$ cat config.mk
export PLATFORM = sky130hd
export DESIGN_NAME = operand_fwd_stage_flat
export DESIGN_NICKNAME = d
export VERILOG_FILES = /design/src/rtl/operand_fwd_stage_if.sv /design/src/rtl/operand_fwd_stage.sv /design/src/flat_wrapper.sv
export SDC_FILE = /design/constraint.sdc
export NUM_CORES = 1
export LEC_CHECK = 0
export ABC_AREA = 1
export CORE_ASPECT_RATIO = 0.5
export CORE_MARGIN = 10
export CORE_UTILIZATION = 44
export DETAILED_ROUTE_END_ITERATION = 6
export PLACE_DENSITY = 0.84
export SYNTH_ARGS = -nofsm -noshare
export SYNTH_HDL_FRONTEND = slang
export SYNTH_SLANG_ARGS = --single-unit
$ cat constraint.sdc
create_clock -name clk -period 12 [get_ports clk]
set_clock_uncertainty 0.1 [all_clocks]
set_input_delay 1.2 -clock clk [delete_from_list [all_inputs] [get_ports clk]]
set_output_delay 1.2 -clock clk [all_outputs]
set_load 0.02 [all_outputs]
$ cat src/rtl/operand_fwd_stage_if.sv
// operand_fwd_stage_if: operand, forwarding and control bundle between decode and the ID/EX stage
interface operand_fwd_stage_if #(
    parameter int XLEN = 32,
    parameter int NSRC = 3
);
    logic [XLEN-1:0]      rs1_data;
    logic [XLEN-1:0]      rs2_data;
    logic [NSRC*XLEN-1:0] fwd_data;
    logic [NSRC-1:0]      fwd_hit_a;
    logic [NSRC-1:0]      fwd_hit_b;
    logic [XLEN-1:0]      imm_in;
    logic [XLEN-1:0]      pc_in;
    logic                 sel_pc_in;
    logic                 sel_imm_in;
    logic                 nop;
    logic                 stall;
    logic                 flush;
    logic [XLEN-1:0]      op_a;
    logic [XLEN-1:0]      op_b;
    logic [XLEN-1:0]      alu_x;
    logic [XLEN-1:0]      alu_y;
    logic                 valid_out;
    logic                 busy;

    modport master (
        output rs1_data, rs2_data, fwd_data, fwd_hit_a, fwd_hit_b, imm_in, pc_in,
               sel_pc_in, sel_imm_in, nop, stall, flush,
        input  op_a, op_b, alu_x, alu_y, valid_out, busy
    );

    modport slave (
        input  rs1_data, rs2_data, fwd_data, fwd_hit_a, fwd_hit_b, imm_in, pc_in,
               sel_pc_in, sel_imm_in, nop, stall, flush,
        output op_a, op_b, alu_x, alu_y, valid_out, busy
    );
endinterface

$ cat src/rtl/operand_fwd_stage.sv
// operand_fwd_stage: forwarded-operand select and ID/EX register with stall, flush and nop bubble
module operand_fwd_stage #(
    parameter int XLEN          = 32,
    parameter int NSRC          = 3,
    parameter int BUBBLE_CYCLES = 1
) (
    input logic                clk,
    input logic                rst,
    operand_fwd_stage_if.slave bus
);
    localparam int CW = $clog2(BUBBLE_CYCLES + 1);

    typedef enum logic {RUN, BUBBLE} state_t;

    state_t          state;
    logic [XLEN-1:0] fwd_a, fwd_b;
    logic [XLEN-1:0] op_a_q, op_b_q, imm_q, pc_q;
    logic [XLEN-1:0] op_a_d, op_b_d, imm_d, pc_d;
    logic            sel_pc_q, sel_imm_q, valid_q;
    logic            sel_pc_d, sel_imm_d, valid_d;
    logic [CW-1:0]   bub_cnt, bub_cnt_d;

    // Forward select: scan from oldest to youngest so the lowest hitting index wins
    always_comb begin
        fwd_a = bus.rs1_data;
        fwd_b = bus.rs2_data;
        for (int i = NSRC - 1; i >= 0; i--) begin
            if (bus.fwd_hit_a[i]) fwd_a = bus.fwd_data[i*XLEN +: XLEN];
            if (bus.fwd_hit_b[i]) fwd_b = bus.fwd_data[i*XLEN +: XLEN];
        end
    end

    // Next-state: flush beats an active bubble, which beats nop, which beats stall, else load
    always_comb begin
        state     = (bub_cnt != '0) ? BUBBLE : RUN;
        op_a_d    = op_a_q;
        op_b_d    = op_b_q;
        imm_d     = imm_q;
        pc_d      = pc_q;
        sel_pc_d  = sel_pc_q;
        sel_imm_d = sel_imm_q;
        valid_d   = valid_q;
        bub_cnt_d = bub_cnt;
        if (bus.flush || (state == RUN && bus.nop)) begin
            op_a_d    = '0;
            op_b_d    = '0;
            imm_d     = '0;
            pc_d      = '0;
            sel_pc_d  = 1'b0;
            sel_imm_d = 1'b0;
            valid_d   = 1'b0;
            bub_cnt_d = bus.flush ? '0 : CW'(BUBBLE_CYCLES);
        end else if (state == BUBBLE) begin
            bub_cnt_d = bub_cnt - CW'(1);
        end else if (!bus.stall) begin
            op_a_d    = fwd_a;
            op_b_d    = fwd_b;
            imm_d     = bus.imm_in;
            pc_d      = bus.pc_in;
            sel_pc_d  = bus.sel_pc_in;
            sel_imm_d = bus.sel_imm_in;
            valid_d   = 1'b1;
        end
    end

    // Stage register bank, cleared immediately by reset
    always_ff @(posedge clk or posedge rst) begin
        if (rst) begin
            op_a_q    <= '0;
            op_b_q    <= '0;
            imm_q     <= '0;
            pc_q      <= '0;
            sel_pc_q  <= 1'b0;
            sel_imm_q <= 1'b0;
            valid_q   <= 1'b0;
            bub_cnt   <= '0;
        end else begin
            op_a_q    <= op_a_d;
            op_b_q    <= op_b_d;
            imm_q     <= imm_d;
            pc_q      <= pc_d;
            sel_pc_q  <= sel_pc_d;
            sel_imm_q <= sel_imm_d;
            valid_q   <= valid_d;
            bub_cnt   <= bub_cnt_d;
        end
    end

    assign bus.op_a      = op_a_q;
    assign bus.op_b      = op_b_q;
    assign bus.alu_x     = sel_pc_q ? pc_q : op_a_q;
    assign bus.alu_y     = sel_imm_q ? imm_q : op_b_q;
    assign bus.valid_out = valid_q;
    assign bus.busy      = (state == BUBBLE);
endmodule

$ cat src/flat_wrapper.sv
// flat-port wrapper written by rule: the top's interface ports become plain ports
module operand_fwd_stage_flat 
#(
    parameter int XLEN          = 32,
    parameter int NSRC          = 3,
    parameter int BUBBLE_CYCLES = 1
)
  (clk, rst, bus_rs1_data, bus_rs2_data, bus_fwd_data, bus_fwd_hit_a, bus_fwd_hit_b, bus_imm_in, bus_pc_in, bus_sel_pc_in, bus_sel_imm_in, bus_nop, bus_stall, bus_flush, bus_op_a, bus_op_b, bus_alu_x, bus_alu_y, bus_valid_out, bus_busy);
  operand_fwd_stage_if #(.XLEN(XLEN), .NSRC(NSRC)) bus_i ();
  input logic clk;
  input logic rst;
  input wire logic [$bits(bus_i.rs1_data)-1:0] bus_rs1_data;
  input wire logic [$bits(bus_i.rs2_data)-1:0] bus_rs2_data;
  input wire logic [$bits(bus_i.fwd_data)-1:0] bus_fwd_data;
  input wire logic [$bits(bus_i.fwd_hit_a)-1:0] bus_fwd_hit_a;
  input wire logic [$bits(bus_i.fwd_hit_b)-1:0] bus_fwd_hit_b;
  input wire logic [$bits(bus_i.imm_in)-1:0] bus_imm_in;
  input wire logic [$bits(bus_i.pc_in)-1:0] bus_pc_in;
  input wire logic [$bits(bus_i.sel_pc_in)-1:0] bus_sel_pc_in;
  input wire logic [$bits(bus_i.sel_imm_in)-1:0] bus_sel_imm_in;
  input wire logic [$bits(bus_i.nop)-1:0] bus_nop;
  input wire logic [$bits(bus_i.stall)-1:0] bus_stall;
  input wire logic [$bits(bus_i.flush)-1:0] bus_flush;
  output wire logic [$bits(bus_i.op_a)-1:0] bus_op_a;
  output wire logic [$bits(bus_i.op_b)-1:0] bus_op_b;
  output wire logic [$bits(bus_i.alu_x)-1:0] bus_alu_x;
  output wire logic [$bits(bus_i.alu_y)-1:0] bus_alu_y;
  output wire logic [$bits(bus_i.valid_out)-1:0] bus_valid_out;
  output wire logic [$bits(bus_i.busy)-1:0] bus_busy;
  assign bus_i.rs1_data = bus_rs1_data;
  assign bus_i.rs2_data = bus_rs2_data;
  assign bus_i.fwd_data = bus_fwd_data;
  assign bus_i.fwd_hit_a = bus_fwd_hit_a;
  assign bus_i.fwd_hit_b = bus_fwd_hit_b;
  assign bus_i.imm_in = bus_imm_in;
  assign bus_i.pc_in = bus_pc_in;
  assign bus_i.sel_pc_in = bus_sel_pc_in;
  assign bus_i.sel_imm_in = bus_sel_imm_in;
  assign bus_i.nop = bus_nop;
  assign bus_i.stall = bus_stall;
  assign bus_i.flush = bus_flush;
  assign bus_op_a = bus_i.op_a;
  assign bus_op_b = bus_i.op_b;
  assign bus_alu_x = bus_i.alu_x;
  assign bus_alu_y = bus_i.alu_y;
  assign bus_valid_out = bus_i.valid_out;
  assign bus_busy = bus_i.busy;
  operand_fwd_stage #(.XLEN(XLEN), .NSRC(NSRC), .BUBBLE_CYCLES(BUBBLE_CYCLES)) u_core (.clk(clk), .rst(rst), .bus(bus_i));
endmodule
==> results by group, run 1 <==
Outcome
  • Status: completed

Placement
  • GPL Wtd Cong: 0.970
  • Pre-CTS setup slack: 8320 ps
  • PortBufs: 366
  • Dpl hpwl: 27.1 mm
  • Placed insts: 1784

Clock network
  • TritonCTS clock tree: built
  • Clk buf depth: 2
  • CTS buffer count: 17
  • Setup Buffers After CTS: 0
  • Clock root buffer: clkbuf_16
  • Worst-skew pair later-pin latency: 410 ps
  • # hold bufs at CTS: 0
  • Post-CTS Resized: 0
  • Clock Pin Slew Worst Setup and Hold Paths: 60 ps
  • H-tree depth: 4
  • Clock sink count: 132

STA
  • Final setup violation count: 0
  • Worst Tran Pin Value: 1230 ps
  • Pins over their slew limit: 0
  • Setup ws final: 8510 ps
  • Slew headroom: 17.7%
  • TNS Setup: 0 ps
  • Fmax: 0.286 GHz
  • Min Clock Period, post-route: 3490 ps
  • Final Hold Fails: 0
  • Fin crit share: 29.1%
  • RSZ-0062 raised after global routing: no

GRT
  • GRT Total Usage: 27.6%
  • Routing usage on met1: 34.7%
  • Vias in the first global route: 8933
  • Met2 Use GR: 45.5%
  • Initial antenna violation count: 2
  • Total grt overflow: 0
  • First-pass GRT wire length: 53.8 mm
  • Global route hottest layer: met2
  • Pin count of the biggest net entering global routing: 107
  • GRT met3 Usage: 6.64%

Layout
  • Commonest non-fill, non-tap cell in the layout: nand2_1
  • Synth-to-Final Area Change: 51.4%
  • Share of post-route cells with drive strength above 1: 7.26%
  • Final nets: 1781
  • Multi-input gate area: 3920 um^2
  • Most frequent cells in the layout: nand2_1, clkdlybuf4s50_1, inv_1
  • Sequential cell area: 3300 um^2
  • Filler cell count: 1554
  • Finished Layout Cells: 1818

Die
  • Die Area: 25000 um^2
  • Die height: 117 um
  • Core Region: 18400 um^2
  • Initial core utilization: 44.9%
  • Standard-cell row count: 35
  • I/O pins: 367
  • Die width: 214 um

Synth
  • Synth Area in XOR/XNOR: 0%
  • Mapped Cells: 1225
  • Synth Cell Area: 8270 um^2
  • Synth top area cells: dfrtp_1, nand2_1, mux2_2, inv_1, nor2_1
  • FF+latch count, synth: 132
  • Synth warn: 0
  • Compound-cell area share of the yosys netlist: 7.86%
  • Sequential element share of the synthesized area: 39.9%
  • Main combinational cell family by area after synthesis: simple AND/OR/NAND/NOR gates
  • Post-synth top area cell: dfrtp_1
  • Post-synth top area share: 39.9%
  • Count of cell types in the netlist: 17
  • Post-synthesis simple-gate area fraction: 30.7%
  • Synth Area in Adders: 0%
  • Net count after synthesis: 1462
  • Syn_area_per_cell: 6.75 um^2
  • Proportion of synthesized area in mux cells: 8.71%

Worst hold path
  • Hold Path Class: register to register

Run
  • Maxcap violations: 0

Routing
  • # DRC: 0
  • Drt pass-1 iters: 7
  • WL final: 36.0 mm
  • Via count: 9238
  • Avg WL per Cell: 19.8 um
  • DR iter-0 viols: 985
  • Vias/cell: 5.08
  • Post-route ant nets: 0

Setup path
  • Crit path capture: bus_alu_y[24]
  • Critical Path AT: 2190 ps
  • Worst-path cell with the longest stage delay: clkdlybuf4s50_1
  • Reg-to-Reg End: u_core.bus.op_b[23]
  • Cell chain of the critical path: buf_4 -> mux2_2 -> clkdlybuf4s50_1
  • Crit Path Max Fanout: 33
  • Crit path from: u_core.sel_imm_q
  • Crit path kind: register to output port
  • Critical Path RT: 10700 ps
  • Reg2reg setup slack: 9500 ps
  • Max incr delay on CP: 560 ps
  • Nature of the critical path startpoint: register
  • Crit. End Element: output port
  • R2r startpoint: u_core.bub_cnt
  • R2R depth: 8

Pwr
  • Peak supply drop: 0.105 mV
  • Leak: 0.00640 uW
  • Power Dens Cells: 103 nW/um^2
==> sequential cells by signal (all words and copies together) (netlist names) <==
register,flops
u_core.sel_pc_q,1
u_core.pc_q,32
u_core.sel_imm_q,1
u_core.bus.valid_out,1
u_core.bub_cnt,1
u_core.bus.op_a,32
u_core.imm_q,32
u_core.bus.op_b,32
==> where the power goes <==
group | switching [uW] | leakage (uW) | internal (uW) | total, uW
Clock | 205 | 0.000267 | 301 | 506
Combinational | 155 | 0.00433 | 148 | 303
Sequential | 20.0 | 0.00180 | 465 | 485
Total | 380 | 0.00640 | 913 | 1290
==> metrics by stage <==
step           cell area (um^2)  hold WS, ps  util (%)  power (uW)
2_1_floorplan              8270          348         -         627
3_3_place_gp              12000          360      64.8         787
3_5_place_dp              12000          373      64.8         792
4_1_cts                   12500          387      67.9        1300
5_1_grt                   12500          416      67.9        1340
6_report                  12500          386      68.0        1290
==> critical path: cells and delay by family (launching register included) <==
family                 cells  cell delay (ps)
multiplexers               1              410
buffers and inverters      2              980
flip-flops                 1              330
==> kinds of logic (layout without fill, tap and decap cells) <==
logic type | count (synthesis) | count (layout)
and+or+nand+nor | 650 | 650
buffers and inverters | 249 | 580
DFF | 132 | 132
AOI/OAI and AO/OA | 130 | 130
muxes | 64 | 64
other | 0 | 3
==> metal layers <==
metal  part of all wire [%]  wire [um]
met5                      0          0
met4                    2.9       1050
met3                    8.6       3100
met2                     48      17400
met1                     40      14500
==> worst min-delay path by stage <==
stage,end,start,cells past startpoint,slack [ps]
final,u_core.pc_q[10],u_core.pc_q[10],2,390
after CTS,u_core.pc_q[30],u_core.pc_q[30],2,390
after global placement,u_core.bus.valid_out,u_core.bus.valid_out,2,360
after global routing,u_core.pc_q[10],u_core.pc_q[10],2,420
after floorplan,u_core.imm_q[31],u_core.imm_q[31],2,350
after detailed placement,u_core.pc_q[30],u_core.pc_q[30],2,370
==> area by class of cell <==
cell class / instances / share of cell area [%]
antenna: 3 / 0.0599
inverter: 171 / 5.16
clock buffer: 20 / 3.73
timing repair buffer: 378 / 30.0
multi-input combinational: 844 / 31.3
clock inverter: 11 / 0.829
sequential: 132 / 26.4
tap: 259 / 2.59
==> cell usage after synthesis, drive strengths merged <==
cell,number
mux2,64
buf,44
clkbuf,34
o21ai,66
nand2,454
nand3,65
nor2,131
dfrtp,132
a21oi,64
inv,171
No activity file was read; power rests on OpenSTA's default activity.
==> run 2, diff against run 1 <==
--- a/config.mk
+++ b/config.mk
@@ -8,9 +8,9 @@
 export ABC_AREA = 1
 export CORE_ASPECT_RATIO = 0.5
 export CORE_MARGIN = 10
-export CORE_UTILIZATION = 44
+export CORE_UTILIZATION = 43
 export DETAILED_ROUTE_END_ITERATION = 6
-export PLACE_DENSITY = 0.84
+export PLACE_DENSITY = 0.82
 export SYNTH_ARGS = -nofsm -noshare
 export SYNTH_HDL_FRONTEND = slang
 export SYNTH_SLANG_ARGS = --single-unit
==> constraint.sdc (replaced) <==
create_clock -name clk -period 3.35 [get_ports clk]
set_clock_uncertainty 0.1 [all_clocks]
set_input_delay 0.335 -clock clk [delete_from_list [all_inputs] [get_ports clk]]
set_output_delay 0.335 -clock clk [all_outputs]
set_load 0.02 [all_outputs]
==> run 2 against run 1 <==
  * Die area rose by 2.0%
  * Critical path depth is the same
  * Core utilization decreased by 0.32 points
  * Critical path type unchanged
  * Combinational power rose to 3.6 times the previous value
  * Via count is 0.25% lower
==> results by group, run 2 (synthesized netlist as in run 1, its figures left out) <==
Pwr
  • Switch share: 30.0% (+0.65 points)
  • Power Dens Cells: 368 nW/um^2 (+260%)
  • P_int: 3250 uW (+260%)
  • Leak: 0.00645 uW (+0.72%)
  • Clk pwr share: 38.9% (-0.2 points)
  • Peak supply drop: 0.305 mV (+190%)
  • Logic pwr share: 23.5% (about the same)
  • Net Switching: 1400 uW (+270%)
  • Seq pwr share: 37.6% (about the same)

Worst hold path
  • Hold Path Class: input port to asynchronous set/reset pin

STA
  • Fin crit share: 85.0%
  • Min Clock Period, post-route: 2850 ps
  • TNS Setup: 0 ps (unchanged)
  • Final Hold Fails: 0 (unchanged)
  • Worst Tran Pin Value: 1050 ps (-185 ps)
  • Final setup violation count: 0 (unchanged)
  • Fmax: 0.351 GHz
  • Pins over their slew limit: 0 (unchanged)
  • RSZ-0062 raised after global routing: no
  • Slew headroom: 30.0% (+12 points)

Layout
  • Most frequent cells in the layout: nand2_1, clkdlybuf4s50_1, inv_1
  • Fin util: 67.6% (-0.32 points)
  • Finished Layout Cells: 1824 (+0.33%)
  • Ant diodes: 0 (-3)
  • Commonest non-fill, non-tap cell in the layout: nand2_1
  • Final nets: 1789 (+0.45%)
  • Share of post-route cells with drive strength above 1: 7.80% (+0.53 points)
  • Synth-to-Final Area Change: 52.5%

Routing
  • Met2 wire length: 18.0 mm (+3.2%)
  • Top layer reached by signal wires: met4
  • Drt pass-1 iters: 7 (unchanged)
  • Vias/cell: 5.05 (-0.58%)
  • Post-route ant nets: 0 (unchanged)
  • DR iter-0 viols: 1051 (+6.7%)
  • Met3 wire len: 3.22 mm (+3.9%)
  • Via count: 9215 (-0.25%)
  • Avg WL per Cell: 20.3 um (+2.5%)
  • WL final: 37.1 mm (+2.9%)
  • # DRC: 0 (unchanged)
  • Metal-1 WL: 14.9 mm (+3.1%)

Setup path
  • Crit path capture: bus_alu_x[7]
  • R2R depth: 6 (-2)
  • Critical Path RT: 2910 ps (-7790 ps)
  • Crit path from: u_core.sel_pc_q
  • Reg2reg setup slack: 1450 ps (-8050 ps)
  • Reg-to-Reg End: u_core.bus.op_a[11]
  • Critical Path AT: 2410 ps (+220 ps)
  • Crit. End Element: output port
  • Nature of the critical path startpoint: register
  • R2r startpoint: u_core.bub_cnt
  • Crit path kind: register to output port
  • Crit Path Max Fanout: 23 (-30%)

Placement
  • Dpl hpwl: 28.5 mm (+5.1%)
  • GPL Wtd Cong: 0.949 (-2.1%)
  • PortBufs: 366 (unchanged)
  • Placed insts: 1792 (+0.45%)

Run
  • Maxcap violations: 0 (unchanged)

GRT
  • Pin count of the biggest net entering global routing: 108 (+0.93%)
  • GRT Total Usage: 28.5% (+0.91 points)
  • Total grt overflow: 0 (unchanged)
  • First-pass GRT wire length: 56.9 mm (+5.9%)
  • Vias in the first global route: 9440 (+5.7%)
  • Initial antenna violation count: 0 (-2)

Clock network
  • H-tree depth: 4 (unchanged)
  • TritonCTS clock tree: built
  • Worst-skew pair later-pin latency: 430 ps (+20 ps)
  • Clk buf depth: 2 (unchanged)
  • Clock Pin Slew Worst Setup and Hold Paths: 60 ps (about the same)
  • Clock root buffer: clkbuf_16
  • Post-CTS Resized: 0 (unchanged)
  • CTS buffer count: 17 (unchanged)
  • Clock sink count: 132 (unchanged)
  • Setup Buffers After CTS: 0 (unchanged)
  • # hold bufs at CTS: 0 (unchanged)

Die
  • Standard-cell row count: 35 (unchanged)
  • Initial core utilization: 44.3% (-0.53 points)
  • Die width: 216 um (+1.0%)
  • Core Region: 18700 um^2 (+1.2%)
  • I/O pins: 367 (unchanged)
  • Die height: 118 um (+0.96%)
  • Die Area: 25500 um^2 (+2.0%)

Outcome
  • Status: completed
## run 2: changes by cell type in the layout (fill, tap and decap cells not counted)
| cell | before | now |
|---|---|---|
| diode_2 | 3 | 0 |
| dfrtp_2 | 0 | 1 |
| buf_4 | 12 | 17 |
| buf_12 | 0 | 3 |
| inv_6 | 2 | 3 |
| clkbuf_8 | 3 | 1 |
| clkbuf_1 | 0 | 1 |
| clkinv_4 | 2 | 4 |
| clkinv_2 | 2 | 1 |
| dfrtp_1 | 132 | 131 |
## run 2: critical path, stage by stage, from the launching register on
cell and delay, ps:
dfrtp_1 610, buf_4 400, mux2_2 390, clkdlybuf4s50_1 560
## run 2: layout make-up
cell class,instances,area [um^2]
clock buffers,19,443
clock inverters,13,126
fillers,1614,6040
inverters,171,646
multi-input cells,844,3920
flip-flops and latches,132,3300
well taps,259,324
repair buffers,386,3850
## run 2: worst min-delay path by stage
stage                              start              endpoint  slack [ps]
CTS                        bus_imm_in[5]       u_core.imm_q[5]         320
detailed placement  u_core.bus.valid_out  u_core.bus.valid_out         360
floorplan                      bus_flush        u_core.bub_cnt         300
finish                               rst        u_core.pc_q[7]         330
global placement    u_core.bus.valid_out  u_core.bus.valid_out         350
global route               bus_imm_in[9]       u_core.imm_q[9]         340
## run 2: through the flow
stage	setup slack (ps)	hold WS [ps]	cell area [um^2]	power, uW
after floorplan	1280	301	8280	2250
after global placement	1070	354	12000	2830
after detailed placement	979	362	12000	2850
after CTS	507	325	12600	4660
after global routing	423	339	12600	4830
final	502	333	12600	4650
## run 2: power groups by stage
| stage | clock [uW] | sequential [uW] | combinational, uW |
|---|---|---|---|
| 4_1_cts | 1830 | 1740 | 1090 |
| 6_report | 1810 | 1740 | 1090 |
| 5_1_grt | 1900 | 1750 | 1180 |
| 3_3_place_gp | 0 | 1770 | 1070 |
| 2_1_floorplan | 0 | 1780 | 471 |
| 3_5_place_dp | 0 | 1770 | 1080 |
## run 2: routing by layer
layer  track usage, %  vias to the layer above
met5                0                        -
li1                 -                     4381
met2             47.4                      464
met4             9.38                        0
met3             6.98                       63
met1             35.5                     4307
